--- config.mk ---
export PLATFORM = sky130hd
export DESIGN_NAME = fir_coef_loader
export DESIGN_NICKNAME = d
export VERILOG_FILES = /design/src/rtl/fir_coef_loader.sv
export SDC_FILE = /design/constraint.sdc
export NUM_CORES = 1
export LEC_CHECK = 0
export CAP_MARGIN = 15
export CORE_ASPECT_RATIO = 0.6
export CORE_MARGIN = 4
export CORE_UTILIZATION = 44
export DETAILED_ROUTE_END_ITERATION = 10
export PLACE_DENSITY = 0.79
export SYNTH_ARGS = -nofsm -noshare
export SYNTH_HDL_FRONTEND = slang
export SYNTH_SLANG_ARGS = --single-unit
--- constraint.sdc ---
create_clock -name clk2 -period 2 [get_ports clk2]
set_input_delay 0.3 -clock clk2 [delete_from_list [all_inputs] [get_ports clk2]]
set_output_delay 0.3 -clock clk2 [all_outputs]
set_load 0.05 [all_outputs]
--- src/rtl/fir_coef_loader.sv ---
`default_nettype none
// ============================================================================
// Module   : fir_coef_loader
// Brief    : Streams NUM_TAPS signed coefficients from a ready/valid source
//            into a FIR core's coefficient port, with stall timeout and abort.
// Revision : 1.0 - initial release
// ============================================================================
module fir_coef_loader #(
    parameter int NUM_TAPS   = 64,
    parameter int ADDR_W     = 6,
    parameter int GAP_CYCLES = 10,
    parameter int TIMEOUT    = 255
) (
    input  logic                clk2,
    input  logic                rst,
    input  logic                start,
    input  logic                abort,
    input  logic signed [15:0]  s_data,
    input  logic                s_valid,
    output logic                s_ready,
    output logic signed [15:0]  cin,
    output logic [ADDR_W-1:0]   caddr,
    output logic                cload,
    output logic                busy,
    output logic                done,
    output logic                err
);

    localparam logic [1:0] c_IDLE = 2'd0;
    localparam logic [1:0] c_LOAD = 2'd1;
    localparam logic [1:0] c_GAP  = 2'd2;
    localparam logic [1:0] c_ERR  = 2'd3;

    localparam int c_STALL_W = $clog2(TIMEOUT + 1);
    localparam int c_GAP_W   = $clog2(GAP_CYCLES + 1);

    localparam logic [ADDR_W-1:0]    c_LAST_IDX   = ADDR_W'(NUM_TAPS - 1);
    localparam logic [c_STALL_W-1:0] c_STALL_LAST = c_STALL_W'(TIMEOUT - 1);
    localparam logic [c_GAP_W-1:0]   c_GAP_LAST   = c_GAP_W'(GAP_CYCLES - 1);

    logic [1:0]               r_state;
    logic [ADDR_W-1:0]        r_idx;
    logic [c_STALL_W-1:0]     r_stall;
    logic [c_GAP_W-1:0]       r_gap;
    logic signed [15:0]       r_cin;
    logic [ADDR_W-1:0]        r_caddr;
    logic                     r_cload;
    logic                     r_done;
    logic                     r_err;

    logic                     w_accept;
    logic                     w_start_ok;

    // A beat offered alongside abort or reset is not consumed.
    assign s_ready    = (r_state == c_LOAD) & ~abort & ~rst;
    assign w_accept   = s_ready & s_valid;
    assign w_start_ok = start & ~abort;

    always_ff @(posedge clk2) begin
        if (rst) begin
            r_state <= c_IDLE;
            r_idx   <= '0;
            r_stall <= '0;
            r_gap   <= '0;
            r_cin   <= '0;
            r_caddr <= '0;
            r_cload <= 1'b0;
            r_done  <= 1'b0;
            r_err   <= 1'b0;
        end else begin
            r_cload <= 1'b0;
            r_done  <= 1'b0;
            case (r_state)
                c_IDLE: begin
                    if (w_start_ok) begin
                        r_state <= c_LOAD;
                        r_idx   <= '0;
                        r_stall <= '0;
                        r_err   <= 1'b0;
                    end
                end
                c_LOAD: begin
                    if (abort) begin
                        r_state <= c_IDLE;
                    end else if (w_accept) begin
                        r_cload <= 1'b1;
                        r_caddr <= r_idx;
                        r_cin   <= s_data;
                        r_stall <= '0;
                        r_idx   <= r_idx + ADDR_W'(1);
                        if (r_idx == c_LAST_IDX) begin
                            r_state <= c_GAP;
                            r_gap   <= '0;
                        end
                    end else begin
                        r_stall <= r_stall + c_STALL_W'(1);
                        if (r_stall == c_STALL_LAST) begin
                            r_state <= c_ERR;
                            r_err   <= 1'b1;
                        end
                    end
                end
                c_GAP: begin
                    if (abort) begin
                        r_state <= c_IDLE;
                    end else if (r_gap == c_GAP_LAST) begin
                        r_state <= c_IDLE;
                        r_done  <= 1'b1;
                    end else begin
                        r_gap <= r_gap + c_GAP_W'(1);
                    end
                end
                default: begin
                    // Error state: abort parks in IDLE with err still visible.
                    if (abort) begin
                        r_state <= c_IDLE;
                    end else if (start) begin
                        r_state <= c_LOAD;
                        r_idx   <= '0;
                        r_stall <= '0;
                        r_err   <= 1'b0;
                    end
                end
            endcase
        end
    end

    assign cin   = r_cin;
    assign caddr = r_caddr;
    assign cload = r_cload;
    assign done  = r_done;
    assign err   = r_err;
    assign busy  = (r_state == c_LOAD) | (r_state == c_GAP);

endmodule
`default_nettype wire

==> impl_metrics.env <==
export IMPL_detail_route_iter0_violations=66
export IMPL_synth_enable_flop_cells=0
export IMPL_placement_io_buffers=47
export IMPL_comb_power_share=0.270
export IMPL_post_route_minimum_period_ns=1.91
export IMPL_drv_slew=0
export IMPL_route_final_wire_length_um=4810
export IMPL_synthDistinctLibCells=40
export IMPL_asyncSetResetFlopFracSynth=0
export IMPL_floorplan_initialDensity=0.472
export IMPL_grt_total_usage=0.175
export IMPL_switching_power_share_of_the_total=0.299
export IMPL_core_area_mm2=0.00423
export IMPL_clock_skew_ns=0.0153
export IMPL_hp_class="register to register"
export IMPL_tritoncts="yes"
export IMPL_power_mw=2.04
export IMPL_mapped_nets=273
export IMPL_post_synthesis_instance_total=243
export IMPL_antenna_found_initial=0
export IMPL_cp_required_ns=2.23
export IMPL_drt_antenna_violating_nets=0
export IMPL_overflow=0
export IMPL_critical_path_startpoint_type="register"
export IMPL_layout_setup_ws_ns=0.0881
export IMPL_worst_setup_path_type="register to register"
export IMPL_stdcell_area_mm2=0.00282
export IMPL_internal_power_mw=1.43
export IMPL_final_core_utilization=0.666
export IMPL_seq_area_frac_synth=0.451
export IMPL_seqPwrFrac=0.468
export IMPL_syn_cell_area_mm2=0.00200
export IMPL_avgSynthCellArea_um2=8.23
export IMPL_dieHeight_um=60.2
export IMPL_fp_dieW_um=95.0
export IMPL_critical_path_peak_fanout=4
export IMPL_grt_start_max_net_pins=34
export IMPL_mostFrequentLayoutCell="sky130_fd_sc_hd__nand2_1"
export IMPL_vias_per_cell=5.06
export IMPL_cts_root_buffer="sky130_fd_sc_hd__clkbuf_8"
export IMPL_p_sw_mw=0.609
export IMPL_post_dp_hpwl_um=3410
export IMPL_ys_seq_elements=45
export IMPL_dominantRegCellSynth="sky130_fd_sc_hd__dfxtp_1"
export IMPL_layout_cells_most_common_list="sky130_fd_sc_hd__nand2_1, sky130_fd_sc_hd__clkdlybuf4s50_1, sky130_fd_sc_hd__dfxtp_1"
export IMPL_dieArea_mm2=0.00572
export IMPL_drive_above_1_share=0.146
export IMPL_startpoint="r_state[0]$_SDFFE_PP0P_"
export IMPL_design_portCount=48
export IMPL_status="completed"
export IMPL_dr_vias=1861
export IMPL_clock_sink_count=45
export IMPL_clk_insertion_delay_late_ns=0.30
export IMPL_gp_congestion=0.820
export IMPL_detail_route_first_pass_iterations=4
export IMPL_detailedPlace_worstSlack_ns=-0.191
export IMPL_fill_count=368
export IMPL_cts_made_buffers=5
export IMPL_area_growth_synth_to_final_pct=41.0
export IMPL_drcViolationCount=0
export IMPL_worst_ir_drop_vdd_mv=0.327
export IMPL_first_global_vias=1731
export IMPL_worst_r2r_src="r_state[0]$_SDFFE_PP0P_"
export IMPL_ff2ff_setup_slack_ns=0.09
export IMPL_drt_wirelength_per_cell_um=13.1
export IMPL_reg_clk_slew_reported_paths_ns=0.09
export IMPL_postPlaceCellArea_mm2=0.00268
export IMPL_timing_hold_violations_final=0
export IMPL_finalNetCount=337
export IMPL_max_cap_violations=0
export IMPL_timing_worst_slew_pin_value_ns=0.522
export IMPL_share_clk_of_total_power=0.262
export IMPL_powerDensity_mw_per_mm2=723
export IMPL_crit_arrival_ns=2.14
export IMPL_relSlewSlack=0.651
export IMPL_grt_first_pass_wirelength_um=7810
export IMPL_ctsLongestPathBuffers=2
export IMPL_achievable_frequency_ghz=0.523
export IMPL_timing_final_crit_share=0.956
export IMPL_setup_violations_final=0
export IMPL_clock_tree_htree_level_count=2
export IMPL_leakage_power_figure_nw=1.04
export IMPL_synth_warnings=0
export IMPL_diodes=0
export IMPL_row_count=18
export IMPL_critPathCaptureType="register"
export IMPL_min_delay_start="cin[12]$_SDFFE_PP0P_"
## stage by stage
stage               hold WS, ns   TNS [ns]  std cells
floorplan                 0.436          0        243
global route              0.470  -0.000212        368
global placement          0.441     -0.253        359
finish                    0.454          0        368
CTS                       0.456          0        368
detailed placement        0.447     -0.830        359
## synth_stat cells, types with 3 or more instances
library cell / instances / area, um2
sky130_fd_sc_hd__ha_1: 9 / 113
sky130_fd_sc_hd__dfxtp_1: 45 / 901
sky130_fd_sc_hd__nor2_1: 22 / 82.6
sky130_fd_sc_hd__clkbuf_1: 6 / 22.5
sky130_fd_sc_hd__xor2_1: 7 / 61.3
sky130_fd_sc_hd__inv_1: 9 / 33.8
sky130_fd_sc_hd__a21oi_1: 30 / 150
sky130_fd_sc_hd__and4_1: 3 / 26.3
sky130_fd_sc_hd__nand2b_1: 3 / 18.8
sky130_fd_sc_hd__nor3_1: 4 / 20.0
sky130_fd_sc_hd__o21ai_0: 9 / 45.0
sky130_fd_sc_hd__nand3b_1: 4 / 30.0
sky130_fd_sc_hd__nand3_1: 3 / 15.0
sky130_fd_sc_hd__xnor2_1: 3 / 26.3
sky130_fd_sc_hd__nand2_1: 51 / 191
## state kept, by name, indices dropped and copies added, names as in the netlist
signal   cells
caddr        6
cin         16
cload        1
done         1
err          1
r_gap        4
r_idx        6
r_stall      8
r_state      2
## layer usage
metal,vias up,GRT usage,routed length [um]
li1,955,-,-
met1,854,0.246,2440
met2,50,0.260,1990
met3,2,0.0667,361
met4,0,0.0246,12
met5,-,0,0
## cell type report
cell class / count / area, um2 / area share
multi-input cells: 177 / 1060 / 0.377
flip-flops and latches: 45 / 906 / 0.321
repair buffers: 68 / 656 / 0.233
well taps: 60 / 75.1 / 0.0266
clock buffers: 6 / 72.6 / 0.0257
inverters: 10 / 37.5 / 0.0133
clock inverters: 2 / 10.0 / 0.00355
## what timing repair did
item,CTS,global route
setup buffers,1,0
hold buffers,0,0
pin swaps,1,3
resized for setup,2,11
setup endpoints to repair,1,12
## critical path, stage by stage (launching register included)
cell and delay (ns):
sky130_fd_sc_hd__dfxtp_4 0.38, sky130_fd_sc_hd__inv_2 0.06, sky130_fd_sc_hd__ha_1 0.21, sky130_fd_sc_hd__or2_4 0.24, sky130_fd_sc_hd__a221o_1 0.31, sky130_fd_sc_hd__or4b_1 0.48
sky130_fd_sc_hd__a21oi_1 0.16
## logic make-up (layout without fill, tap and decap cells)
kind of cell	after synthesis	in the layout	synth area share
buffers and inverters	21	86	0.0482
AO/OA/AOI/OAI	56	56	0.165
XOR/XNOR	10	10	0.0438
AND/OR/NAND/NOR	102	102	0.236
adder cells (fa/ha/maj)	9	9	0.0563
flip-flops	45	45	0.451
## path summary, 6_finish.rpt
| path | endpoint | cells after the start |
|---|---|---|
| max | r_idx[4]$_SDFFE_PP0P_ | 6 |
| min | cin[12]$_SDFFE_PP0P_ | 2 |
| max reg2reg | r_idx[4]$_SDFFE_PP0P_ | 6 |
| min reg2reg | cin[12]$_SDFFE_PP0P_ | 2 |
## power by group through the flow
stage	Sequential [mW]	Combinational (mW)	Clock, mW
6_report	0.953	0.550	0.533
5_1_grt	0.958	0.600	0.590
4_1_cts	0.948	0.519	0.547
3_5_place_dp	0.968	0.510	0
3_3_place_gp	0.966	0.507	0
2_1_floorplan	0.995	0.263	0
Note: power is estimated with default switching activity, not from simulation.
